## src/rtl/dmarb_pkg.sv

```systemverilog
// Shared types and helpers for the data memory arbiter.
//   state_e  : arbitration mode (SHARED / LOCKED / RELEASE)
//   owner_e  : which requester drives the memory port in the current cycle
//   cnt_width: bit width needed to hold a counter value 0..max_val
package dmarb_pkg;

  typedef enum logic [1:0] {
    SHARED,
    LOCKED,
    RELEASE
  } state_e;

  typedef enum logic [1:0] {
    OWN_NONE,
    OWN_CORE,
    OWN_DBG
  } owner_e;

  function automatic int unsigned cnt_width(input int unsigned max_val);
    return (max_val < 1) ? 1 : $clog2(max_val + 1);
  endfunction

endpackage

```

## src/rtl/dmarb_sat_counter.sv

```systemverilog
// Saturating up-counter with synchronous clear.
//   clk, reset : clock, asynchronous active-low reset
//   inc_i      : count up by one (holds at MAX)
//   clr_i      : clear; together with inc_i the counter loads 1, which lets a
//                caller restart a count in the same cycle the event happens
//   cnt_o      : current count
module dmarb_sat_counter #(
  parameter int unsigned    WIDTH = 4,
  parameter logic [WIDTH-1:0] MAX = '1
) (
  input  logic             clk,
  input  logic             reset,
  input  logic             inc_i,
  input  logic             clr_i,
  output logic [WIDTH-1:0] cnt_o
);

  logic [WIDTH-1:0] cnt_q, cnt_d;

  always_comb begin
    cnt_d = cnt_q;
    if (clr_i) begin
      cnt_d = inc_i ? WIDTH'(1) : '0;
    end else if (inc_i && (cnt_q != MAX)) begin
      cnt_d = cnt_q + 1'b1;
    end
  end

  always_ff @(posedge clk or negedge reset) begin
    if (!reset) cnt_q <= '0;
    else        cnt_q <= cnt_d;
  end

  assign cnt_o = cnt_q;

endmodule

```

## src/rtl/data_mem_arbiter.sv

```systemverilog
// Data memory arbiter: shares the single-port data memory between the
// single-cycle core (fixed priority) and a debug/loader port.
// A wait counter forces a starved debug request through after MAX_WAIT lost
// cycles; a lock mode grants the debug port exclusive bursts of at most
// LOCK_MAX locked cycles, followed by one cycle reserved for the core.
// Ports:
//   clk, reset                 clock, asynchronous active-low reset
//   core_re_i/we_i/addr_i/wdata_i, core_rdata_o, core_stall_o   core side
//   dbg_valid_i/we_i/lock_i/addr_i/wdata_i, dbg_ready_o,
//   dbg_rvalid_o, dbg_rdata_o                                   debug side
//   mem_re_o/we_o/addr_o/wdata_o, mem_rdata_i                   memory side
// Build option DMARB_STATS_EN: adds saturating counters stat_stall_cnt_o
// (cycles the core was stalled) and stat_dbg_cnt_o (accepted debug requests).
module data_mem_arbiter
  import dmarb_pkg::*;
#(
  parameter int unsigned DATA_WIDTH = 32,
  parameter int unsigned ADDR_WIDTH = 32,
  parameter int unsigned MAX_WAIT   = 4,
  parameter int unsigned LOCK_MAX   = 16
) (
  input  logic                  clk,
  input  logic                  reset,
  input  logic                  core_re_i,
  input  logic                  core_we_i,
  input  logic [ADDR_WIDTH-1:0] core_addr_i,
  input  logic [DATA_WIDTH-1:0] core_wdata_i,
  output logic [DATA_WIDTH-1:0] core_rdata_o,
  output logic                  core_stall_o,
  input  logic                  dbg_valid_i,
  input  logic                  dbg_we_i,
  input  logic                  dbg_lock_i,
  input  logic [ADDR_WIDTH-1:0] dbg_addr_i,
  input  logic [DATA_WIDTH-1:0] dbg_wdata_i,
  output logic                  dbg_ready_o,
  output logic                  dbg_rvalid_o,
  output logic [DATA_WIDTH-1:0] dbg_rdata_o,
  output logic                  mem_re_o,
  output logic                  mem_we_o,
  output logic [ADDR_WIDTH-1:0] mem_addr_o,
  output logic [DATA_WIDTH-1:0] mem_wdata_o,
  input  logic [DATA_WIDTH-1:0] mem_rdata_i
`ifdef DMARB_STATS_EN
  ,
  output logic [31:0]           stat_stall_cnt_o,
  output logic [31:0]           stat_dbg_cnt_o
`endif
);

  localparam int unsigned      WAIT_W     = cnt_width(MAX_WAIT);
  localparam int unsigned      LOCK_W     = cnt_width(LOCK_MAX);
  localparam logic [WAIT_W-1:0] WAIT_LIMIT = WAIT_W'(MAX_WAIT);
  localparam logic [LOCK_W-1:0] LOCK_LIMIT = LOCK_W'(LOCK_MAX);

  state_e                state_q, state_d;
  owner_e                owner;
  logic                  core_req;
  logic                  force_dbg;
  logic                  wait_inc, wait_clr, lock_inc, lock_clr;
  logic [WAIT_W-1:0]     wait_cnt;
  logic [LOCK_W-1:0]     lock_cnt;
  logic                  dbg_rvalid_q, dbg_rvalid_d;
  logic [DATA_WIDTH-1:0] dbg_rdata_q, dbg_rdata_d;

  assign core_req  = core_re_i | core_we_i;
  assign force_dbg = dbg_valid_i && (wait_cnt == WAIT_LIMIT);

  // Owner select and next state. lock_cnt is held at zero outside LOCKED;
  // on lock entry clear+inc loads it with 1 so the entry cycle counts.
  always_comb begin
    state_d  = state_q;
    owner    = OWN_NONE;
    wait_inc = 1'b0;
    wait_clr = 1'b0;
    lock_inc = 1'b0;
    lock_clr = 1'b1;
    case (state_q)
      SHARED: begin
        if (force_dbg) begin
          owner = OWN_DBG;
        end else if (core_req) begin
          owner    = OWN_CORE;
          wait_inc = dbg_valid_i;
        end else if (dbg_valid_i) begin
          owner = OWN_DBG;
        end
        if (owner == OWN_DBG) begin
          wait_clr = 1'b1;
          if (dbg_lock_i) begin
            state_d  = LOCKED;
            lock_inc = 1'b1;
          end
        end
      end
      LOCKED: begin
        lock_clr = 1'b0;
        lock_inc = 1'b1;
        if (dbg_valid_i) owner = OWN_DBG;
        if (!dbg_lock_i || (lock_cnt == LOCK_LIMIT)) state_d = RELEASE;
      end
      RELEASE: begin
        if (core_req) owner = OWN_CORE;
        wait_clr = 1'b1;
        state_d  = SHARED;
      end
      default: state_d = SHARED;
    endcase
  end

  dmarb_sat_counter #(.WIDTH(WAIT_W), .MAX(WAIT_LIMIT)) u_wait_cnt (
    .clk   (clk),
    .reset (reset),
    .inc_i (wait_inc),
    .clr_i (wait_clr),
    .cnt_o (wait_cnt)
  );

  dmarb_sat_counter #(.WIDTH(LOCK_W), .MAX(LOCK_LIMIT)) u_lock_cnt (
    .clk   (clk),
    .reset (reset),
    .inc_i (lock_inc),
    .clr_i (lock_clr),
    .cnt_o (lock_cnt)
  );

  // Memory and readback mux; core_we_i wins over core_re_i.
  always_comb begin
    mem_re_o     = 1'b0;
    mem_we_o     = 1'b0;
    mem_addr_o   = '0;
    mem_wdata_o  = '0;
    core_rdata_o = '0;
    case (owner)
      OWN_CORE: begin
        mem_re_o     = core_re_i & ~core_we_i;
        mem_we_o     = core_we_i;
        mem_addr_o   = core_addr_i;
        mem_wdata_o  = core_wdata_i;
        core_rdata_o = mem_rdata_i;
      end
      OWN_DBG: begin
        mem_re_o    = ~dbg_we_i;
        mem_we_o    = dbg_we_i;
        mem_addr_o  = dbg_addr_i;
        mem_wdata_o = dbg_wdata_i;
      end
      default: ;
    endcase
  end

  assign dbg_ready_o  = (owner == OWN_DBG);
  assign core_stall_o = core_req && (owner != OWN_CORE);

  always_comb begin
    dbg_rvalid_d = dbg_ready_o & ~dbg_we_i;
    dbg_rdata_d  = dbg_rvalid_d ? mem_rdata_i : dbg_rdata_q;
  end

  always_ff @(posedge clk or negedge reset) begin
    if (!reset) begin
      state_q      <= SHARED;
      dbg_rvalid_q <= 1'b0;
      dbg_rdata_q  <= '0;
    end else begin
      state_q      <= state_d;
      dbg_rvalid_q <= dbg_rvalid_d;
      dbg_rdata_q  <= dbg_rdata_d;
    end
  end

  assign dbg_rvalid_o = dbg_rvalid_q;
  assign dbg_rdata_o  = dbg_rdata_q;

`ifdef DMARB_STATS_EN
  dmarb_sat_counter #(.WIDTH(32), .MAX(32'hFFFF_FFFF)) u_stat_stall (
    .clk   (clk),
    .reset (reset),
    .inc_i (core_stall_o),
    .clr_i (1'b0),
    .cnt_o (stat_stall_cnt_o)
  );

  dmarb_sat_counter #(.WIDTH(32), .MAX(32'hFFFF_FFFF)) u_stat_dbg (
    .clk   (clk),
    .reset (reset),
    .inc_i (dbg_ready_o),
    .clr_i (1'b0),
    .cnt_o (stat_dbg_cnt_o)
  );
`endif

endmodule

```

## config.mk

```make
export PLATFORM = sky130hd
export DESIGN_NAME = data_mem_arbiter
export DESIGN_NICKNAME = d
export VERILOG_FILES = /design/src/rtl/dmarb_pkg.sv /design/src/rtl/dmarb_sat_counter.sv /design/src/rtl/data_mem_arbiter.sv
export SDC_FILE = /design/constraint.sdc
export NUM_CORES = 1
export LEC_CHECK = 0
export ABC_AREA = 1
export ABC_CLOCK_PERIOD_IN_PS = 4950
export CORE_AREA = 4 4 115 117
export DETAILED_ROUTE_END_ITERATION = 10
export DIE_AREA = 0 0 119 121
export GPL_ROUTABILITY_DRIVEN = 0
export PLACE_DENSITY = 0.77
export SLEW_MARGIN = 20
export SYNTH_ARGS = -nofsm -noshare
export SYNTH_HDL_FRONTEND = slang
export SYNTH_HIERARCHICAL = 1
export SYNTH_SLANG_ARGS = --single-unit
export TNS_END_PERCENT = 30
```

## constraint.sdc

```tcl
create_clock -name clk -period 4.95 [get_ports clk]
set_clock_uncertainty 0.1 [all_clocks]
set_input_delay 0.7425 -clock clk [delete_from_list [all_inputs] [get_ports clk]]
set_output_delay 0.7425 -clock clk [all_outputs]
set_load 0.02 [all_outputs]
```

==> impl_metrics.json <==
{
  "nets": 985,
  "grt_pass1_vias": 4119,
  "cts-resized-gates": 0,
  "p_leak_nw": 2.93,
  "hold_viol": 0,
  "tns_ps": 0,
  "core_sq_mm": 0.0124,
  "routedWlPerCell_um": 15.2,
  "critPathLaunchType": "input port",
  "synth.avg_cell_area_sq_um": 6.06,
  "yosysSeqAreaShare_pct": 33.4,
  "r2r-start": "u_wait_cnt/cnt_o[2]",
  "grt_max_degree": 67,
  "wl_met3_um": 1380,
  "r2r_cells": 13,
  "grt.total_usage_pct": 19.3,
  "async_flop_share_pct": 100,
  "tritoncts": "built",
  "worstPathRequired_ps": 4110,
  "drt_iter0_drc": 372,
  "grt_overflow_total": 0,
  "min_path_cells": 2,
  "clockBufferDepth": 2,
  "fp.dieArea_sq_mm": 0.0144,
  "fin_hold_ws_ps": 376,
  "holdCritStartpoint": "dbg_rdata_o[11]",
  "synth.ff_latch_count": 43,
  "cts_sinks": 43,
  "min_period_over_period_pct": 85.4,
  "start_util_pct": 26.1,
  "setup_viol": 0,
  "root_buffer": "clkbuf_16",
  "crit_start": "core_we_i",
  "wl_um": 15000,
  "cp_max_fo": 31,
  "clock_latency_ps": 280,
  "endpoint_kind": "output port",
  "path_class": "in2out",
  "max_freq_mhz": 237,
  "wl_met2_um": 6920,
  "min_period_ps": 4230,
  "top_layer": "met4",
  "worst_slew_margin_rel_pct": 37.1,
  "reg2reg_slack_ps": 2550,
  "holdBufCountCts": 0,
  "first_pass_iters": 5,
  "pin_count": 300,
  "synth_edf_count": 0,
  "h-tree-depth": 2,
  "synth-main-ff-cell": "dfrtp_1",
  "final_util_pct": 52.2,
  "antenna_left": 0,
  "grt_pass1_wl_um": 22300,
  "syn-num-nets": 706,
  "placementRows": 41,
  "hpwl_um": 11800,
  "post_cts_buffers": 0,
  "die_w_um": 119,
  "num_vias": 4316,
  "vdd_drop_max_mv": 0.241,
  "drv_cap": 0,
  "powerDensity_mw_per_mm2": 439,
  "drive_gt1_share_pct": 3.45,
  "yosys-top-cells-count": "280 x nand2_1, 70 x a21oi_1, 51 x inv_1",
  "rsz0062_at_grt": "false",
  "ys_warn_count": 6,
  "yosysTopAreaCell": "dfrtp_1",
  "drv_slew": 0,
  "drc": 0,
  "avgViaCountPerCell": 4.38,
  "ys_top_cells_by_area": "dfrtp_1 33%, nand2_1 33%, a21oi_1 11%",
  "p_total_w": 0.00283,
  "synth_cell_types": 22,
  "tightest_slew_ps": 944,
  "holdCritPathClass": "reg2reg",
  "dieHeight_um": 121,
  "syn_inst": 532,
  "antenna_found_initial": 1,
  "synth_area_sq_mm": 0.00322,
  "cp.arrival_ps": 3380,
  "yosysTopAreaCellShare_pct": 33.4,
  "clkSlewWorstSetupHoldPaths_ps": 60,
  "numPortBuffers": 299,
  "cts_made_buffers": 5,
  "wl_met1_um": 6380,
  "status": "completed",
  "synth.most_common_cell": "nand2_1",
  "synthToLayoutAreaGrowth_pct": 100,
  "nFillCells": 1219
}
-- report_power, final --
group | internal [W] | switching, W
sequential | 0.000489 | 0.0000822
combinational | 0.000880 | 0.00107
clock | 0.000186 | 0.000127
total | 0.00156 | 0.00128
-- critical path: stages --
cell and delay [ps]:
clkdlybuf4s50_1 440, nor2_1 240, nand2_1 80, nand2_1 110, nand2_1 70, o21ai_0 130
ha_2 240, buf_4 320, nand2_1 90, a21oi_1 200, clkdlybuf4s50_1 710
-- path summary, 6_finish.rpt --
kind / to
worst max-delay path: mem_addr_o[5]
worst min-delay path: dbg_rdata_o[11]
worst max register to register: dbg_rdata_o[15]
worst min register to register: dbg_rdata_o[11]
max in group asynchronous: u_lock_cnt/cnt_o[2]
min in group asynchronous: dbg_rdata_o[16]
-- final cells by class --
type	instances	area, sq um	share of cell area [%]
clock inverter	2	12.5	0.194
antenna	1	2.50	0.0388
sequential	43	1080	16.7
tap	172	215	3.34
clock buffer	6	129	2.00
inverter	53	218	3.37
timing repair buffer	304	3040	47.1
multi-input combinational	404	1760	27.3
-- metal layers --
| layer | up-vias | global-route usage [%] |
|---|---|---|
| li1 | 2185 | - |
| met1 | 1899 | 25.7 |
| met2 | 212 | 30.7 |
| met3 | 20 | 5.41 |
| met4 | 0 | 4.92 |
| met5 | - | 0 |
-- state kept, by name, indices dropped and copies added, names as in the netlist --
register and cells:
dbg_rdata_o 32, dbg_rvalid_o 1, state_q 2, u_lock_cnt/cnt_o 5, u_wait_cnt/cnt_o 3
-- cells in the final DEF, fill, tap and decap left out --
cell,synthesis,layout
o21ai_2,2,2
bufinv_8,1,1
nand4_1,3,3
buf_2,19,1
clkbuf_16,0,5
clkinv_4,1,1
ha_4,0,1
nand2_4,2,2
ha_2,0,1
o21ai_0,5,5
nor2_2,2,2
buf_4,0,4
nand3_1,14,14
diode_2,0,1
buf_12,0,1
clkinv_2,0,1
nor2_1,11,11
nand2_1,280,280
or2_1,1,1
dfrtp_1,43,43
nand2_2,5,5
nor3_1,1,1
nand3b_1,1,1
clkbuf_1,2,1
inv_1,51,51
ha_1,7,5
a21oi_1,70,70
clkinvlp_4,0,1
clkdlybuf4s50_1,0,298
-- cells by family (layout without fill, tap and decap cells) --
family / Yosys count / count (layout) / synth area share (%)
AND/OR/NAND/NOR: 320 / 320 / 39.3
adder cells (fa/ha/maj): 7 / 7 / 2.72
AO/OA/AOI/OAI: 77 / 77 / 12.2
flip-flops: 43 / 43 / 33.4
other: 0 / 1 / 0
buffers and inverters: 85 / 365 / 12.4
-- per-stage QoR --
step	area [sq um]	std cells	setup slack [ps]
final	6450	985	724
after CTS	6450	984	675
after floorplan	3220	532	1760
after detailed placement	6310	976	696
after global placement	6310	976	749
after global routing	6450	985	420
Note: power is estimated with default switching activity, not from simulation.
